<file path="config.mk">
export PLATFORM = sky130hd
export DESIGN_NAME = regfile_param_bypass
export DESIGN_NICKNAME = d
export VERILOG_FILES = /design/src/rtl/regfile_param_bypass.sv
export SDC_FILE = /design/constraint.sdc
export NUM_CORES = 2
export LEC_CHECK = 0
export BUFFER_PORTS_ARGS = -buffer_cell sky130_fd_sc_hd__buf_2
export CAP_MARGIN = 10
export CORE_ASPECT_RATIO = 2
export CORE_MARGIN = 2
export CORE_UTILIZATION = 45
export DETAILED_ROUTE_END_ITERATION = 8
export PLACE_DENSITY = 0.62
export SETUP_SLACK_MARGIN = 0.3
export SYNTH_ARGS = -nofsm -noshare
export SYNTH_HDL_FRONTEND = slang
export SYNTH_SLANG_ARGS = --single-unit
</file>
<file path="constraint.sdc">
create_clock -name clock -period 5.2 [get_ports clock]
set_input_delay 0.52 -clock clock [delete_from_list [all_inputs] [get_ports clock]]
set_output_delay 0.52 -clock clock [all_outputs]
set_load 0.01 [all_outputs]
</file>
<file path="src/rtl/regfile_param_bypass.sv">
// Parametrised register file with an optional hard-wired zero entry, an optional write-to-read bypass,
// and a post-reset clear sequence that holds `ready` low until every storable entry is zero.
module regfile_param_bypass #(
    parameter int N        = 64,
    parameter int ADDR     = 5,
    parameter int ZERO_REG = 1,
    parameter int BYPASS   = 1
) (
    input  logic            clock,
    input  logic            reset,
    input  logic [N-1:0]    D,
    input  logic [ADDR-1:0] DA,
    input  logic            W,
    input  logic [ADDR-1:0] SA,
    input  logic [ADDR-1:0] SB,
    output logic [N-1:0]    A,
    output logic [N-1:0]    B,
    output logic            ready
);
    localparam int              DEPTH      = 2 ** ADDR;
    localparam bit              HAS_ZERO   = (ZERO_REG != 0);
    localparam bit              HAS_BYPASS = (BYPASS != 0);
    localparam int              LAST       = DEPTH - 1 - (HAS_ZERO ? 1 : 0);
    localparam logic [ADDR-1:0] LAST_IDX   = ADDR'(LAST);
    localparam logic [ADDR-1:0] TOP_IDX    = ADDR'(DEPTH - 1);

    typedef enum logic {
        CLEAR,
        RUN
    } state_t;

    state_t          state;
    logic [ADDR-1:0] cnt;
    // The zero register gets no storage; only entries 0..LAST exist.
    logic [N-1:0]    mem [0:LAST];

    logic da_is_zero;
    logic wr_run;

    assign da_is_zero = HAS_ZERO && (DA == TOP_IDX);
    assign wr_run     = (state == RUN) && W && !da_is_zero;

    // NOTE: sequential state uses non-blocking assignments so every register samples pre-edge values.
    always_ff @(posedge clock) begin
        if (reset) begin
            state <= CLEAR;
            cnt   <= '0;
            ready <= 1'b0;
        end else if (state == CLEAR) begin
            if (cnt == LAST_IDX) begin
                state <= RUN;
                ready <= 1'b1;
            end else begin
                cnt <= cnt + ADDR'(1);
            end
        end
    end

    // NOTE: storage has no reset branch; the clear sequence zeroes it, which keeps it mappable to RAM.
    always_ff @(posedge clock) begin
        if (!reset) begin
            if (state == CLEAR) begin
                mem[cnt] <= '0;
            end else if (wr_run) begin
                mem[DA] <= D;
            end
        end
    end

    // NOTE: each read starts from a default and later assignments override it, so no latch is inferred.
    always_comb begin
        A = mem[SA];
        if (HAS_BYPASS && wr_run && (DA == SA)) A = D;
        if ((state == CLEAR) || (HAS_ZERO && (SA == TOP_IDX))) A = '0;
    end

    always_comb begin
        B = mem[SB];
        if (HAS_BYPASS && wr_run && (DA == SB)) B = D;
        if ((state == CLEAR) || (HAS_ZERO && (SB == TOP_IDX))) B = '0;
    end

endmodule

</file>
# Word level (Yosys, flattened, before mapping)
# Memory sizes are Yosys's and may differ from the RTL's.
# Cells that the tools add are included.
dict set report classes {
  n_mux 16
  n_reduce_logical 10
  n_addsub 1
  n_eq_ne 6
  bitwise_logic 2
}
# op n
set op_table {}
lappend op_table {{$mux 64} 5}
lappend op_table {{$reduce_or 64->1} 1}
lappend op_table {{$eq 5x5->1 const B} 4}
lappend op_table {{$eq 5x5->1} 2}
lappend op_table {{$mux 1} 10}
lappend op_table {{$add 5x1->5 const B} 1}
lappend op_table {{$mux 5} 1}
lappend op_table {{$logic_and 1x1->1} 4}
lappend op_table {{$reduce_and 2->1} 2}
lappend op_table {{$logic_or 1x1->1} 2}
lappend op_table {{$not 1->1} 2}
lappend op_table {{$logic_not 1->1} 1}
dict set report word_totals {
  mem_bits_rw 1984
  memories 1
  in_bits 82
  regBits 7
}
# name depth width rd rd_ports_with_merged_regs wr line
set mem_list {}
lappend mem_list {mem 31 64 2 0 1 35} ;# logic [N-1:0] mem [0:LAST];

# Longest topological paths before layout
dict set report logic_depth {
  depth_word 9
  ltp_mapped 11
  depth_no_buf 7
}

# Least setup slack after synthesis
# Ideal clock, no wire load.
dict set report synth_path {
  path_type {input to register}
  start {input port DA[1]}
  end {memory mem[18][0], enable pin}
  required_time_ns 4.713
  path_stages 7
  t_arrival_ns 4.544
  setup_slack_ns 0.169
  setup_ns 0.487
  cell_sequence {clkbuf_1 -> nand3_1 -> o2111a_1 -> clkbuf_1 -> mux2i_1 -> nand2_1 -> nor2_1}
}
dict set report synth_via {
  elab_chain_cells 9
  word_cells_on_any_way 10
  cone_classes {1 x eq/ne; 6 x mux; 3 x reduce/logical}
}
# element line
set synth_lines {}
lappend synth_lines {{start, declared} 12} ;# input logic [ADDR-1:0] DA,
lappend synth_lines {{$eq 5x5->1} 40} ;# assign da_is_zero = HAS_ZERO && (DA == TOP_IDX);
lappend synth_lines {{$logic_not 1->1} 41} ;# assign wr_run = (state == RUN) && W && !da_is_zero;
lappend synth_lines {{$logic_and 1x1->1} 41}
lappend synth_lines {{$mux 1} 64} ;# end else if (wr_run) begin
lappend synth_lines {{$mux 1} 62} ;# if (state == CLEAR) begin
lappend synth_lines {{$mux 1} 61} ;# if (!reset) begin
lappend synth_lines {{$mux 1 (implied by the code)} 65} ;# mem[DA] <= D;
lappend synth_lines {{$reduce_or 64->1 (no source line)} n/a}
lappend synth_lines {{$mux 5 (no source line) or $mux 1 (tied branches)} n/a}
lappend synth_lines {{end, declared} 35}
# Several ways; a longest one is shown, not always the timed one.

# Worst setup path after layout
dict set report layout_path {
  start {register state}
  end {output port A[28]}
}
dict set report layout_via {
  elab_chain_cells 5
  word_cells_on_any_way 7
  cone_classes {2 x mux; 1 x bitwise; 4 x reduce/logical}
}
# element line
set layout_lines {}
lappend layout_lines {{start, declared} 32} ;# state_t state;
lappend layout_lines {{start signal, assigned} 46} ;# state <= CLEAR;
lappend layout_lines {{start signal, assigned} 51} ;# state <= RUN;
lappend layout_lines {{$logic_and 1x1->1 (2 in series)} 41}
lappend layout_lines {{$logic_and 1x1->1} 73} ;# if (HAS_BYPASS && wr_run && (DA == SA)) A = D;
lappend layout_lines {{$mux 64} 73}
lappend layout_lines {{$mux 64 *} 74} ;# if ((state == CLEAR) || (HAS_ZERO && (SA == TOP_IDX))) A = '0;
lappend layout_lines {{end, declared} 16} ;# output logic [N-1:0] A,
# Every way passes the cells marked *; elsewhere a longest branch is shown, timed or not.

==> metrics list <==
- Status: finished clean
- The floorplan has between 200 and 250 rows.
- Horizontal extent of the die: roughly 330 µm
* Mux contribution to synthesized area: a little over a quarter
- 211 I/O pins were placed.
- Max Clock Freq: 0.232 GHz
* Power density cells: around 320 mW/mm²
- The worst setup path is launched from a flop.
- Worst reg2reg path startpoint: state
- Worst setup EP type: output pin
* Endpoint arrival time on the critical path: ~3800 ps
- In the final routed layout, each cell accounts on average for slightly below 40 µm.
- Combined buffer and inverter count along the critical path: 3
* Length of routed met2 wiring: roughly 160,000 µm
- Number of hold violations in the final report: 0
* Sum of negative setup slack: 0 ps
* Number of fill cells in the layout: around 17,000
- Placeable Area: 0.208 mm²
* Unrepaired setup endpoints after global routing: false
- Synthesis produced a netlist whose cell count is just over 5,000.
* Routed Wire Length: about 310,000 µm
* Clock buffers created by TritonCTS: 179
- Measured along the y axis, the die boundary spans approximately 650 µm.
- By startpoint and endpoint, the worst setup path is classified as reg -> out.
- CP required: 4680 ps
* Number of H-tree levels: 4
* Share of the yosys chip area belonging to registers: a little under two thirds
- Dominant combinational cell family by area after synthesis: multiplexers
* Number of flops mapped to enable cells by yosys: about 2,000
- Worst vdd ir: 0.268 mV
* Number of global-route vias before repair: 58,400
- Maximum count of clock buffers along a single path: 4
* Library cell appearing most often on the critical path: sky130_fd_sc_hd__buf_4
* Final standard cell utilization of the core: approximately 50%
* Top area cells in the synthesized netlist: sky130_fd_sc_hd__edfxtp_1 (63%), sky130_fd_sc_hd__mux4_2 (21%), sky130_fd_sc_hd__mux2i_1 (4.9%)
- Ratio of cells with drive above 1 in the final layout: 30.6%
- Clock Tree Root: sky130_fd_sc_hd__clkbuf_16
- The number of antenna violations at the first check in global routing is 9.
* Per-instance average area after synthesis: between 15 and 20 µm²
* Fraction of synthesis flops using an asynchronous set or reset pin: 0%
- Slew Limit Fails: 0
- In this design, the stage delay of the slowest critical-path cell is ~670 ps.
- For this configuration, the core starts out at a cell density of a little under half.
- Of the total synthesized cell area, the portion taken by XOR and XNOR cells is less than 1%.
- Area share of and/or/nand/nor cells after synthesis: about 2.4%
- Crit path max-delay family: buffers and inverters
* Max-cap viol count: 0
* Path type of the worst min-delay path: in -> reg
- The critical path starts at state.
* Number of nets still failing antenna checks after routing: 0
- The wire-length estimate of the detail-placed layout is 173,000 µm.
* Adder and majority cell fraction of the synthesized area: less than 1%
- The worst hold path begins at D[35].
- During synthesis, Yosys emitted a total of 0 warnings.
- The clock net in this run drives a total of about 2,000 sinks.
- Number of setup buffers added after CTS: 0
* Final-report setup violation count: 0
- Traced cell by cell, the critical path runs through o211ai_2 > nor3_2 > buf_4 > a221oi_1 > buf_4 > a21oi_1 > buf_2.
- The worst path in the final design needs a cycle of between 4000 and 5000 ps, including I/O delays and setup.
* Routed metal-1 wirelength: roughly 110,000 µm
- In the global route stage, overall resource usage came out at slightly below 30%.
- The later pin in the worst-skew pair is clocked with a latency of 850 ps.
* Amount of wire on met3 after detailed routing: 26,900 µm
- The die covers 0.213 mm².
* Synth unique cells: slightly below 60
* Complex-gate fraction of the synthesized area: slightly above 5%
* Worst-margin pin slew: between 1000 and 1500 ps
- Final-stage net count: approximately 5,300
* Final weighted congestion in routability-driven placement: about 0.8
- Synthesized area: about 0.094 mm²
- Max_slew headroom: approximately a fifth
* First-pass GRT wire length: ~440,000 µm
* Overall overflow remaining after global route: 0
- Max Fanout on Critical Path: 21
* Share of the synthesized area in the top cell type: 63.4%
- Routed via count: ~56,000
- Final Cycle Share: approximately 83%
- In the synthesized netlist the dominant register cell turns out to be sky130_fd_sc_hd__edfxtp_1.
- The area growth from synthesis to layout is 11.6%.
- Cell leakage power: between 0.03 and 0.04 µW
- The first detailed-routing pass ran for 6 iterations.
- Routed signal wires occupy layers up through met5.
- sky130_fd_sc_hd__edfxtp_1 takes more of the synthesized area than any other cell.
- CTS tree: done
- Clock skew on the completed layout was measured at 32.9 ps.
- The detailed router finished its first iteration with around 6,900 violations.
* Number of port buffers: 210
* Post-Syn Nets: 5,156
- After synthesis the netlist holds a flip-flop and latch count of ~2,000.
* Via density: ~7
- Maximum number of pins on one net before global-route repair: ~100
* Clock-pin transition on the worst setup and hold timing paths: around 70 ps
- The slowest stage of the critical path is the sky130_fd_sc_hd__buf_4 cell.
* DR DRC count: 0
==> repair_timing <==
item	in CTS	in global routing
resized for setup	0	0
hold endpoints to repair	7	0
hold buffers	1	0
==> Yosys cell counts (2+ instances only) <==
| cell | n |
|---|---|
| sky130_fd_sc_hd__o31ai_2 | 2 |
| sky130_fd_sc_hd__a32o_1 | 23 |
| sky130_fd_sc_hd__nor2_1 | 128 |
| sky130_fd_sc_hd__inv_1 | 7 |
| sky130_fd_sc_hd__a221oi_1 | 71 |
| sky130_fd_sc_hd__xor2_1 | 3 |
| sky130_fd_sc_hd__nor4_1 | 2 |
| sky130_fd_sc_hd__mux4_2 | 859 |
| sky130_fd_sc_hd__o31ai_1 | 39 |
| sky130_fd_sc_hd__clkbuf_1 | 199 |
| sky130_fd_sc_hd__nand2b_1 | 20 |
| sky130_fd_sc_hd__o211ai_1 | 16 |
| sky130_fd_sc_hd__dfxtp_1 | 7 |
| sky130_fd_sc_hd__edfxtp_1 | 1984 |
| sky130_fd_sc_hd__ha_1 | 2 |
| sky130_fd_sc_hd__nor2b_1 | 7 |
| sky130_fd_sc_hd__a21oi_1 | 100 |
| sky130_fd_sc_hd__a211oi_1 | 19 |
| sky130_fd_sc_hd__nor3_1 | 8 |
| sky130_fd_sc_hd__nand4_1 | 2 |
| sky130_fd_sc_hd__a32oi_1 | 3 |
| sky130_fd_sc_hd__mux2i_1 | 462 |
| sky130_fd_sc_hd__buf_4 | 50 |
| sky130_fd_sc_hd__o221ai_1 | 8 |
| sky130_fd_sc_hd__nand3b_1 | 2 |
| sky130_fd_sc_hd__xnor2_1 | 11 |
| sky130_fd_sc_hd__o21ai_0 | 199 |
| sky130_fd_sc_hd__nand3_1 | 9 |
| sky130_fd_sc_hd__o21ai_1 | 10 |
| sky130_fd_sc_hd__and3_1 | 21 |
| sky130_fd_sc_hd__buf_1 | 43 |
| sky130_fd_sc_hd__mux2_2 | 81 |
| sky130_fd_sc_hd__nand2_1 | 246 |
| sky130_fd_sc_hd__a31oi_1 | 2 |
| sky130_fd_sc_hd__a221o_1 | 13 |
| sky130_fd_sc_hd__buf_2 | 100 |
| sky130_fd_sc_hd__a21boi_0 | 34 |
| sky130_fd_sc_hd__a2111oi_0 | 39 |
| sky130_fd_sc_hd__o32ai_1 | 8 |
| sky130_fd_sc_hd__buf_6 | 21 |
| sky130_fd_sc_hd__o22ai_1 | 90 |
| sky130_fd_sc_hd__o2111ai_1 | 39 |
| sky130_fd_sc_hd__and2_1 | 68 |
==> power breakdown <==
part	leakage, µW	switching, µW	internal (µW)	total (µW)
clock network	0.00272	6000	7240	13200
registers	0.0209	37.8	17500	17500
logic	0.0129	1400	963	2370
total	0.0365	7440	25700	33100
==> layout by cell type, fill, tap and decap left out, drive strengths merged, types with 90 or more instances in the layout <==
master / synthesis / layout
o22ai: 90 / 90
a21oi: 100 / 100
nor2: 128 / 128
buf: 215 / 405
mux4: 859 / 859
mux2i: 462 / 462
o21ai: 209 / 209
edfxtp: 1984 / 1984
clkbuf: 199 / 219
nand2: 246 / 246
==> flip-flops by register name, indices dropped and copies added, names as in the netlist <==
signal  cells
state       1
mem      1984
ready       1
cnt         5
==> worst register-to-register path, cell delays in order, from the launching register on <==
cell and delay [ps]:
sky130_fd_sc_hd__dfxtp_1 550, sky130_fd_sc_hd__o2111a_4 380, sky130_fd_sc_hd__buf_4 630, sky130_fd_sc_hd__a32oi_1 250, sky130_fd_sc_hd__buf_4 260, sky130_fd_sc_hd__nor2_4 150, sky130_fd_sc_hd__buf_4 860
==> final cells by class <==
cell class                      instances  area, µm²  area share [%]
Antenna cell                            4       10.0         0.00954
Clock buffer                          218       4710            4.49
Clock inverter                         91        863           0.823
Inverter                                8       40.0          0.0382
Multi-Input combinational cell       2659      32600            31.1
Sequential cell                      1991      59700            56.9
Tap cell                             2748       3440            3.28
Timing Repair Buffer                  407       3520            3.36
==> per-stage QoR <==
step / hold WS [ps] / power [µW] / instances / setup slack [ps] / cell area (µm²)
global placement: 573 / 20200 / 7812 / 1130 / 99300
detailed placement: 595 / 20200 / 7812 / 1080 / 99300
floorplan: 503 / 19400 / 5072 / 169 / 94000
global route: 573 / 33800 / 8123 / 871 / 105000
CTS: 500 / 33200 / 8122 / 923 / 105000
finish: 545 / 33100 / 8126 / 891 / 105000
==> per-layer routing <==
| metal | track usage (%) | vias to the layer above |
|---|---|---|
| met5 | 0 | - |
| met4 | 14.3 | 2 |
| met3 | 4.20 | 805 |
| met2 | 49.6 | 3208 |
| met1 | 37.5 | 30300 |
| li1 | - | 21900 |
==> final timing paths <==
kind	slack, ps	cells after the start	end
setup / recovery	890	7	A[28]
hold / removal	540	2	mem[17][35]
setup reg to reg	1670	6	mem[14][17]
hold reg to reg	620	2	cnt[4]
==> logic make-up after synthesis <==
group / count (synthesis)
flops: 1991
mux: 1402
compound gates: 724
simple gates: 517
buf+inv: 422
xor+xnor: 14
fa+ha+maj: 2
(Power assumes the default switching activity.)
